--- config.mk ---
export PLATFORM = sky130hd
export DESIGN_NAME = filter_pulse_ctrl
export DESIGN_NICKNAME = d
export VERILOG_FILES = /design/src/rtl/filter_pulse_ctrl.sv
export SDC_FILE = /design/constraint.sdc
export NUM_CORES = 1
export LEC_CHECK = 0
export CORE_ASPECT_RATIO = 0.75
export CORE_MARGIN = 1.5
export CORE_UTILIZATION = 45
export CTS_BUF_LIST = sky130_fd_sc_hd__clkbuf_16
export CTS_CLUSTER_DIAMETER = 120
export DETAILED_ROUTE_END_ITERATION = 10
export MAX_ROUTING_LAYER = met4
export PLACE_DENSITY = 0.75
export SYNTH_ARGS = -nofsm -noshare
export SYNTH_HDL_FRONTEND = slang
export SYNTH_SLANG_ARGS = --single-unit
--- constraint.sdc ---
create_clock -name clk -period 4 [get_ports clk]
set_input_delay 0.8 -clock clk [delete_from_list [all_inputs] [get_ports clk]]
set_output_delay 0.8 -clock clk [all_outputs]
set_load 0.005 [all_outputs]
--- src/rtl/filter_pulse_ctrl.sv ---
// Trapezoidal-filter sequencer: flush/settle the filter, threshold-trigger, report peak/width per pulse.
// Latency: threshold fall -> evt_valid 1 cycle; accept -> armed DEAD_CYC+1 cycles. Optional evt_time via FILTER_CTRL_TIMESTAMP_EN.
// Backpressure: evt_* held stable until evt_valid&&evt_ready; crossings seen meanwhile only bump lost_cnt.
module filter_pulse_ctrl #(
  parameter int DATA_W     = 16,
  parameter int FLUSH_CYC  = 8,
  parameter int SETTLE_CYC = 40,
  parameter int DEAD_CYC   = 16,
  parameter int MAX_WIDTH  = 64,
  parameter int WIDTH_W    = 8
) (
  input  logic                     clk,
  input  logic                     reset,
  input  logic                     enable,
  input  logic signed [DATA_W-1:0] thr,
  input  logic signed [DATA_W-1:0] filt_data,
  output logic                     filt_rst_n,
  output logic                     armed,
  output logic                     evt_valid,
  input  logic                     evt_ready,
  output logic signed [DATA_W-1:0] evt_peak,
  output logic [WIDTH_W-1:0]       evt_width,
  output logic                     evt_pileup,
  output logic [15:0]              lost_cnt
`ifdef FILTER_CTRL_TIMESTAMP_EN
  ,
  output logic [31:0]              evt_time
`endif
);

  localparam int CNT_W = 16;
  localparam logic [WIDTH_W-1:0] WIDTH_SAT = {WIDTH_W{1'b1}};

  typedef enum logic [2:0] {
    S_IDLE, S_FLUSH, S_SETTLE, S_ARMED, S_PEAK, S_REPORT, S_DEAD
  } state_t;

  state_t                     state, state_nxt;
  logic [CNT_W-1:0]           cnt;
  logic signed [DATA_W-1:0]   thr_q;
  logic signed [DATA_W-1:0]   peak_q;
  logic [WIDTH_W-1:0]         width_q;
  logic                       prev_above;
  logic                       above;

`ifdef FILTER_CTRL_TIMESTAMP_EN
  logic [31:0] ts;
  logic [31:0] time_q;
`endif

  assign above = filt_data > thr_q;

  always_comb begin
    state_nxt = state;
    case (state)
      S_IDLE:   if (enable) state_nxt = S_FLUSH;
      S_FLUSH:  if (!enable) state_nxt = S_IDLE;
                else if (cnt == CNT_W'(FLUSH_CYC - 1)) state_nxt = S_SETTLE;
      S_SETTLE: if (!enable) state_nxt = S_IDLE;
                else if (cnt == CNT_W'(SETTLE_CYC - 1)) state_nxt = S_ARMED;
      S_ARMED:  if (!enable) state_nxt = S_IDLE;
                else if (above) state_nxt = S_PEAK;
      S_PEAK:   if (!enable) state_nxt = S_IDLE;
                else if (!above) state_nxt = S_REPORT;
      // enable is ignored here so a presented event is never withdrawn
      S_REPORT: if (evt_ready) state_nxt = enable ? S_DEAD : S_IDLE;
      S_DEAD:   if (!enable) state_nxt = S_IDLE;
                else if (cnt == CNT_W'(DEAD_CYC - 1)) state_nxt = S_ARMED;
      default:  state_nxt = S_IDLE;
    endcase
  end

  always_ff @(posedge clk or negedge reset) begin
    if (!reset) begin
      state      <= S_IDLE;
      cnt        <= '0;
      thr_q      <= '0;
      peak_q     <= '0;
      width_q    <= '0;
      prev_above <= 1'b0;
      filt_rst_n <= 1'b0;
      armed      <= 1'b0;
      evt_valid  <= 1'b0;
      evt_peak   <= '0;
      evt_width  <= '0;
      evt_pileup <= 1'b0;
      lost_cnt   <= '0;
    end else begin
      state      <= state_nxt;
      cnt        <= (state_nxt != state) ? '0 : cnt + CNT_W'(1);
      prev_above <= above;
      filt_rst_n <= !(state_nxt == S_IDLE || state_nxt == S_FLUSH);
      armed      <= (state_nxt == S_ARMED);
      evt_valid  <= (state_nxt == S_REPORT);

      if (state_nxt == S_ARMED && state != S_ARMED) thr_q <= thr;

      if (state == S_ARMED && state_nxt == S_PEAK) begin
        peak_q  <= filt_data;
        width_q <= WIDTH_W'(1);
      end else if (state == S_PEAK && state_nxt == S_PEAK) begin
        if (width_q != WIDTH_SAT) width_q <= width_q + WIDTH_W'(1);
        if (filt_data > peak_q) peak_q <= filt_data;
      end

      if (state == S_PEAK && state_nxt == S_REPORT) begin
        evt_peak   <= peak_q;
        evt_width  <= width_q;
        evt_pileup <= (int'(width_q) > MAX_WIDTH);
      end

      // rising crossing while busy: count it as a missed pulse
      if ((state == S_REPORT || state == S_DEAD) && above && !prev_above &&
          lost_cnt != 16'hFFFF)
        lost_cnt <= lost_cnt + 16'd1;
    end
  end

`ifdef FILTER_CTRL_TIMESTAMP_EN
  always_ff @(posedge clk or negedge reset) begin
    if (!reset) begin
      ts       <= '0;
      time_q   <= '0;
      evt_time <= '0;
    end else begin
      ts <= ts + 32'd1;
      if (state == S_ARMED && state_nxt == S_PEAK) time_q <= ts;
      if (state == S_PEAK && state_nxt == S_REPORT) evt_time <= time_q;
    end
  end
`endif

endmodule

==> Yosys cells after proc, flatten, opt, wreduce, memory -nomap -nowiden <==
Index checks and enable logic that the tools add are counted.
{ "totals": {"register_bits": 104, "out_inout_bits": 44, "word_cells": 75} }
{ "classes": {"reduce_logical": 18, "n_lt_le_gt_ge": 3, "muxes": 21, "n_eq_ne": 17, "addsub": 3} }
{ "ops": {"columns": ["operator", "n"], "rows": [
  ["$mux W16", 4],
  ["$mux W3", 13],
  ["$add A16 B1 Y16 const B", 2],
  ["$gt A16 B16 Y1", 2],
  ["$mux W8", 3],
  ["$pmux W3 S7", 1],
  ["$eq A16 B3 Y1 const B", 1],
  ["$eq A16 B4 Y1 const B", 1],
  ["$eq A16 B6 Y1 const B", 1],
  ["$ne A16 B16 Y1 const B", 1],
  ["$eq A3 B3 Y1 const B", 5],
  ["$eq A3 B2 Y1 const B", 3],
  ["$add A8 B1 Y8 const B", 1],
  ["$gt A8 B7 Y1 const B", 1],
  ["$ne A8 B8 Y1 const B", 1],
  ["$logic_and A1 B1 Y1", 7],
  ["$eq A3 B1 Y1 const B", 2],
  ["$logic_not A3 Y1", 2],
  ["$reduce_bool A2 Y1", 3],
  ["$reduce_and A2 Y1", 2],
  ["$ne A3 B2 Y1 const B", 1],
  ["$ne A3 B3 Y1", 1],
  ["$logic_not A1 Y1", 2],
  ["$logic_or A1 B1 Y1", 2]
]} }

==> Depth between registers and ports, before layout <==
{ "logic_depth": {"word_depth": 8, "mapped_depth": 11} }

==> Least setup slack after synthesis <==
OpenSTA, ideal clock, no wires.
{ "synth_timing": {"kind": "input to register", "from": "in filt_data[15]", "to": "reg peak_q[10]", "arrival_ps": 3261, "setup_slack_ps": 614, "path_stages": 10, "path_buffers": 1, "path_cell_list": "ha_1 nand4_4 nor4_4 o21ai_2 and4_4 o31ai_4 nand2_1 a211oi_4 buf_4 mux2_2"} }
{ "synth_between": {"elab_chain_cells": 8} }
{ "synth_rtl": {"columns": ["element", "line", "source"], "rows": [
  ["start, declared", "16", "input logic signed [DATA_W-1:0] filt_data,"],
  ["$gt A16 B16 Y1", "51", "assign above = filt_data > thr_q;"],
  ["$mux W3 (on tied branches)", "64, 62", null],
  ["$mux W3 (on tied branches)", "63, 61", null],
  ["$pmux W3 S7", "55", "case (state)"],
  ["$eq A3 B3 Y1", "98, 101", null],
  ["$logic_and A1 B1 Y1 (on tied branches)", "98, 101", null],
  ["$reduce_bool A2 Y1 (no source line)", null, null],
  ["$reduce_and A2 Y1 (no source line)", null, null],
  ["end signal, assigned", "99", "peak_q <= filt_data;"],
  ["end signal, assigned", "103", "if (filt_data > peak_q) peak_q <= filt_data;"],
  ["end, declared", "41", "logic signed [DATA_W-1:0] peak_q;"]
]} }
Parallel ways exist; a longest one is shown, timed or not.
A chain may end at the register's enable or synchronous reset.

==> Final worst setup path <==
{ "layout_timing": {"from": "in filt_data[14]", "to": "reg width_q[3]"} }
{ "layout_between": {"elab_chain_cells": 8} }
{ "layout_rtl": {"columns": ["element", "line", "source"], "rows": [
  ["$gt A16 B16 Y1 (*)", "51", null],
  ["$mux W3 (on tied branches)", "64, 62", null],
  ["$mux W3 (on tied branches)", "63, 61", null],
  ["$pmux W3 S7 (*)", "55", null],
  ["$eq A3 B3 Y1 (*)", "98, 101", null],
  ["$logic_and A1 B1 Y1 (on tied branches)", "98, 101", null],
  ["$reduce_bool A2 Y1 (no source line)", null, null],
  ["$reduce_and A2 Y1 (no source line)", null, null],
  ["end signal, assigned", "102", "if (width_q != WIDTH_SAT) width_q <= width_q + WIDTH_W'(1);"],
  ["end, declared", "42", "logic [WIDTH_W-1:0] width_q;"]
]} }
Mark *: on every way between the ends. The rest lies on a longest branch, timed or not.

==> summary.md <==
| Metric | Value |
|---|---|
| Status | completed |
| Syn nets | 587 |
| I/O Buffers | 79 |
| Root buffer cell | clkbuf_16 |
| Fin area | 0.006825 sq mm |
| Total negative setup slack | 0 ns |
| Global routing's busiest layer | met2 |
| Via/cell ratio | 5.259 |
| Fin nets | 676 |
| Worst-path fanout max | 7 |
| Top cells by area, synth | dfrtp_1 48%, mux2_2 8.4%, ha_1 8.2% |
| Starting Density | 46.64% |
| Slowest CP cell | a2111o_1 |
| Peak supply drop | 0.0002247 V |
| Setup crit start kind | primary input |
| Site Rows | 34 |
| Register bit total from synthesis | 104 |
| Hold WC Path Type | flop to flop |
| Rel. slew slack | 56.31% |
| CTS sink cnt | 104 |
| Layout Cells excl Fill | 771 |
| DIE WIDTH | 130.4 microns |
| Commonest non-fill, non-tap cell in the layout | dfrtp_1 |
| Total Wirelength | 11890 microns |
| Sequential-to-total area share from yosys stat | 47.52% |
| Grt met1 use | 28.67% |
| Buffer depth of the longest clock path | 2 |
| Hold Fails Final Rpt | 0 |
| Setup violations, final | 0 |
| Worst Setup End Kind | flop |
| Gr ovfl total | 0 |
| Cells after Synth | 515 |
| Grt met3 use | 3.855% |
| Worst-Skew Late Latency | 0.34 ns |
| First-pass DRT Iterations | 4 |
| CP required | 4.22 ns |
| Synth unique cells | 61 |
| Synth Warn # | 0 |
| ANT nets after route | 0 |
| Crit path from | filt_data[14] |
| Via count | 4055 |
| GRT Total Usage | 20.23% |
| RSZ-0062 raised after global routing | false |
| Dpl cells | 755 |
| CTS clk-pin slew, worst paths | 0.06 ns |
| FFs w/ async S/R, synth | 100.0% |
| Max-Cap Viols | 0 |
| Worst hold start | cnt[0]$_DFF_PN0_ |
| Max Fclk | 0.2789 GHz |
| Antenna cells | 0 |
| Initial DRC count | 178 |
| Wirelength per Cell | 15.42 microns |
| Share of cells above drive strength 1 | 13.63% |
| CTS tree | yes |
| Worst Tran Pin Value | 0.6553 ns |
| WHS | 0.4543 ns |
| Post-CTS setup buffers | 0 |
| CTS buffer count | 9 |
| Die extent in y | 98.54 microns |
| DIE AREA | 0.01285 sq mm |
| H-tree level count | 3 |
| Top cell family by delay on the critical path | compound AO/OA/AOI/OAI gates |
| I/O pin count | 80 |
| Area post-placement | 0.006538 sq mm |
| Clock Skew | 0.003285 ns |
| RD Place Congestion | 0.9534 |
| Top cell type's share of synthesized area | 47.52% |
| First-pass GRT wire length | 19710 microns |
| Cell taking the most area after synthesis | dfrtp_1 |
| Average size of a mapped cell | 10.63 sq um |
| Post-CTS Resized | 0 |
| Crit path cell chain | clkdlybuf4s50_1 -> ha_1 -> nand4_4 -> nor4_4 -> o21ai_2 -> and4_4 -> o31ai_4 -> nand2_1 -> a2111o_1 -> a221o_1 |
| Area growth from synthesis to layout | 24.63% |
| Met2 usage | 29.07% |
| # hold bufs at CTS | 0 |
| WP buf/inv | 1 |
| Pwr dens | 335.5 mW/mm^2 |
| DP Wirelength | 8733 microns |
| CP max stage delay | 0.54 ns |
| Initial antenna violation count | 0 |
| Worst R2R Start | thr_q[14]$_DFFE_PN0P_ |
| Number of global-route vias before repair | 3971 |
| Leak | 3.162 nW |
| Final period utilization | 89.64% |
| Setup CP Type | primary input to flop |
| CP arrival | 3.81 ns |
| Ys flop type | dfrtp_1 |
| Final min period | 3.585 ns |
| Most frequent cells in the layout | 104 x dfrtp_1, 78 x clkdlybuf4s50_1, 47 x nand2_1, 44 x inv_1, 41 x mux2_2 |
| Post-Syn Area | 0.005477 sq mm |
| Final cell utilization of the core | 58.13% |
| Core Box Area | 0.01174 sq mm |
| Largest net degree at the start of global routing | 55 |
| # DRC | 0 |
| Max Slew Vio Count | 0 |
| EDFF count, synth | 0 |
[routing by layer]
layer,part of all wire [%],vias up,routed length (microns)
met5,0,-,0
met3,5.7,13,681
met1,48,1944,5750
met2,44,118,5281
met4,1.5,0,176
li1,-,1980,-
[flip-flops by register name, summed over array words and instances, names as in the netlist]
name,cells
cnt,16
evt_peak,16
lost_cnt,16
peak_q,16
thr_q,16
evt_width,8
width_q,8
state,3
armed,1
evt_pileup,1
evt_valid,1
filt_rst_n,1
prev_above,1
[layout make-up]
| type | count | area (sq um) |
|---|---|---|
| clock inverter | 7 | 62.56 |
| sequential | 104 | 2603 |
| clock buffer | 9 | 225.2 |
| inverter | 44 | 165.2 |
| fill | 972 | 4916 |
| tap | 162 | 202.7 |
| multi-input combinational | 352 | 2636 |
| timing repair buffer | 93 | 930.9 |
[final timing paths]
kind / to / slack, ns / cells after the start
worst min-delay path: cnt[0]$_DFF_PN0_ / 0.45 / 1
worst max register to register: width_q[3]$_DFFE_PN0P_ / 1.01 / 10
max in group asynchronous: armed$_DFF_PN0_ / 2.80 / 2
worst max-delay path: width_q[3]$_DFFE_PN0P_ / 0.41 / 10
worst min register to register: cnt[0]$_DFF_PN0_ / 0.45 / 1
min in group asynchronous: evt_peak[6]$_DFFE_PN0P_ / 0.47 / 1
[where the power goes]
part | leakage [nW] | switching (mW) | total [mW] | internal (mW)
combinational | 1.68 | 0.171 | 0.308 | 0.137
clock | 0.138 | 0.372 | 0.850 | 0.479
sequential | 1.34 | 0.0339 | 1.13 | 1.10
[cells by family after synthesis]
kind of cell	synth area share, %
AOI/OAI and AO/OA	9.093
DFF	47.52
xor gates and xnor gates	4.798
adders and majority gates	8.225
buffers and inverters	4.341
muxes	8.819
and+or+nand+nor	17.20
[stage by stage]
stage	worst slack [ns]	power [mW]
floorplan	0.6141	1.328
detailed placement	0.08116	1.459
global placement	0.1587	1.445
CTS	0.4522	2.321
global route	0.2839	2.397
finish	0.4146	2.290
[synthesized netlist by cell type (all sizes together) (2+ instances only)]
master / number
a211o: 4
and3: 12
nor4: 9
clkbuf: 9
nand2: 47
o41ai: 2
a21o: 2
inv: 44
xnor2: 15
nor3: 15
xor2: 15
o31a: 2
and2: 4
a211oi: 2
nand2b: 3
mux2: 42
buf: 6
ha: 36
nor2: 33
dfrtp: 104
and4: 4
or3: 5
a221oi: 2
o31ai: 2
nor2b: 5
o21a: 2
nand3: 20
nand4: 11
a2111oi: 3
o21ai: 25
a21oi: 14
No activity file was read; power rests on OpenSTA's default activity.
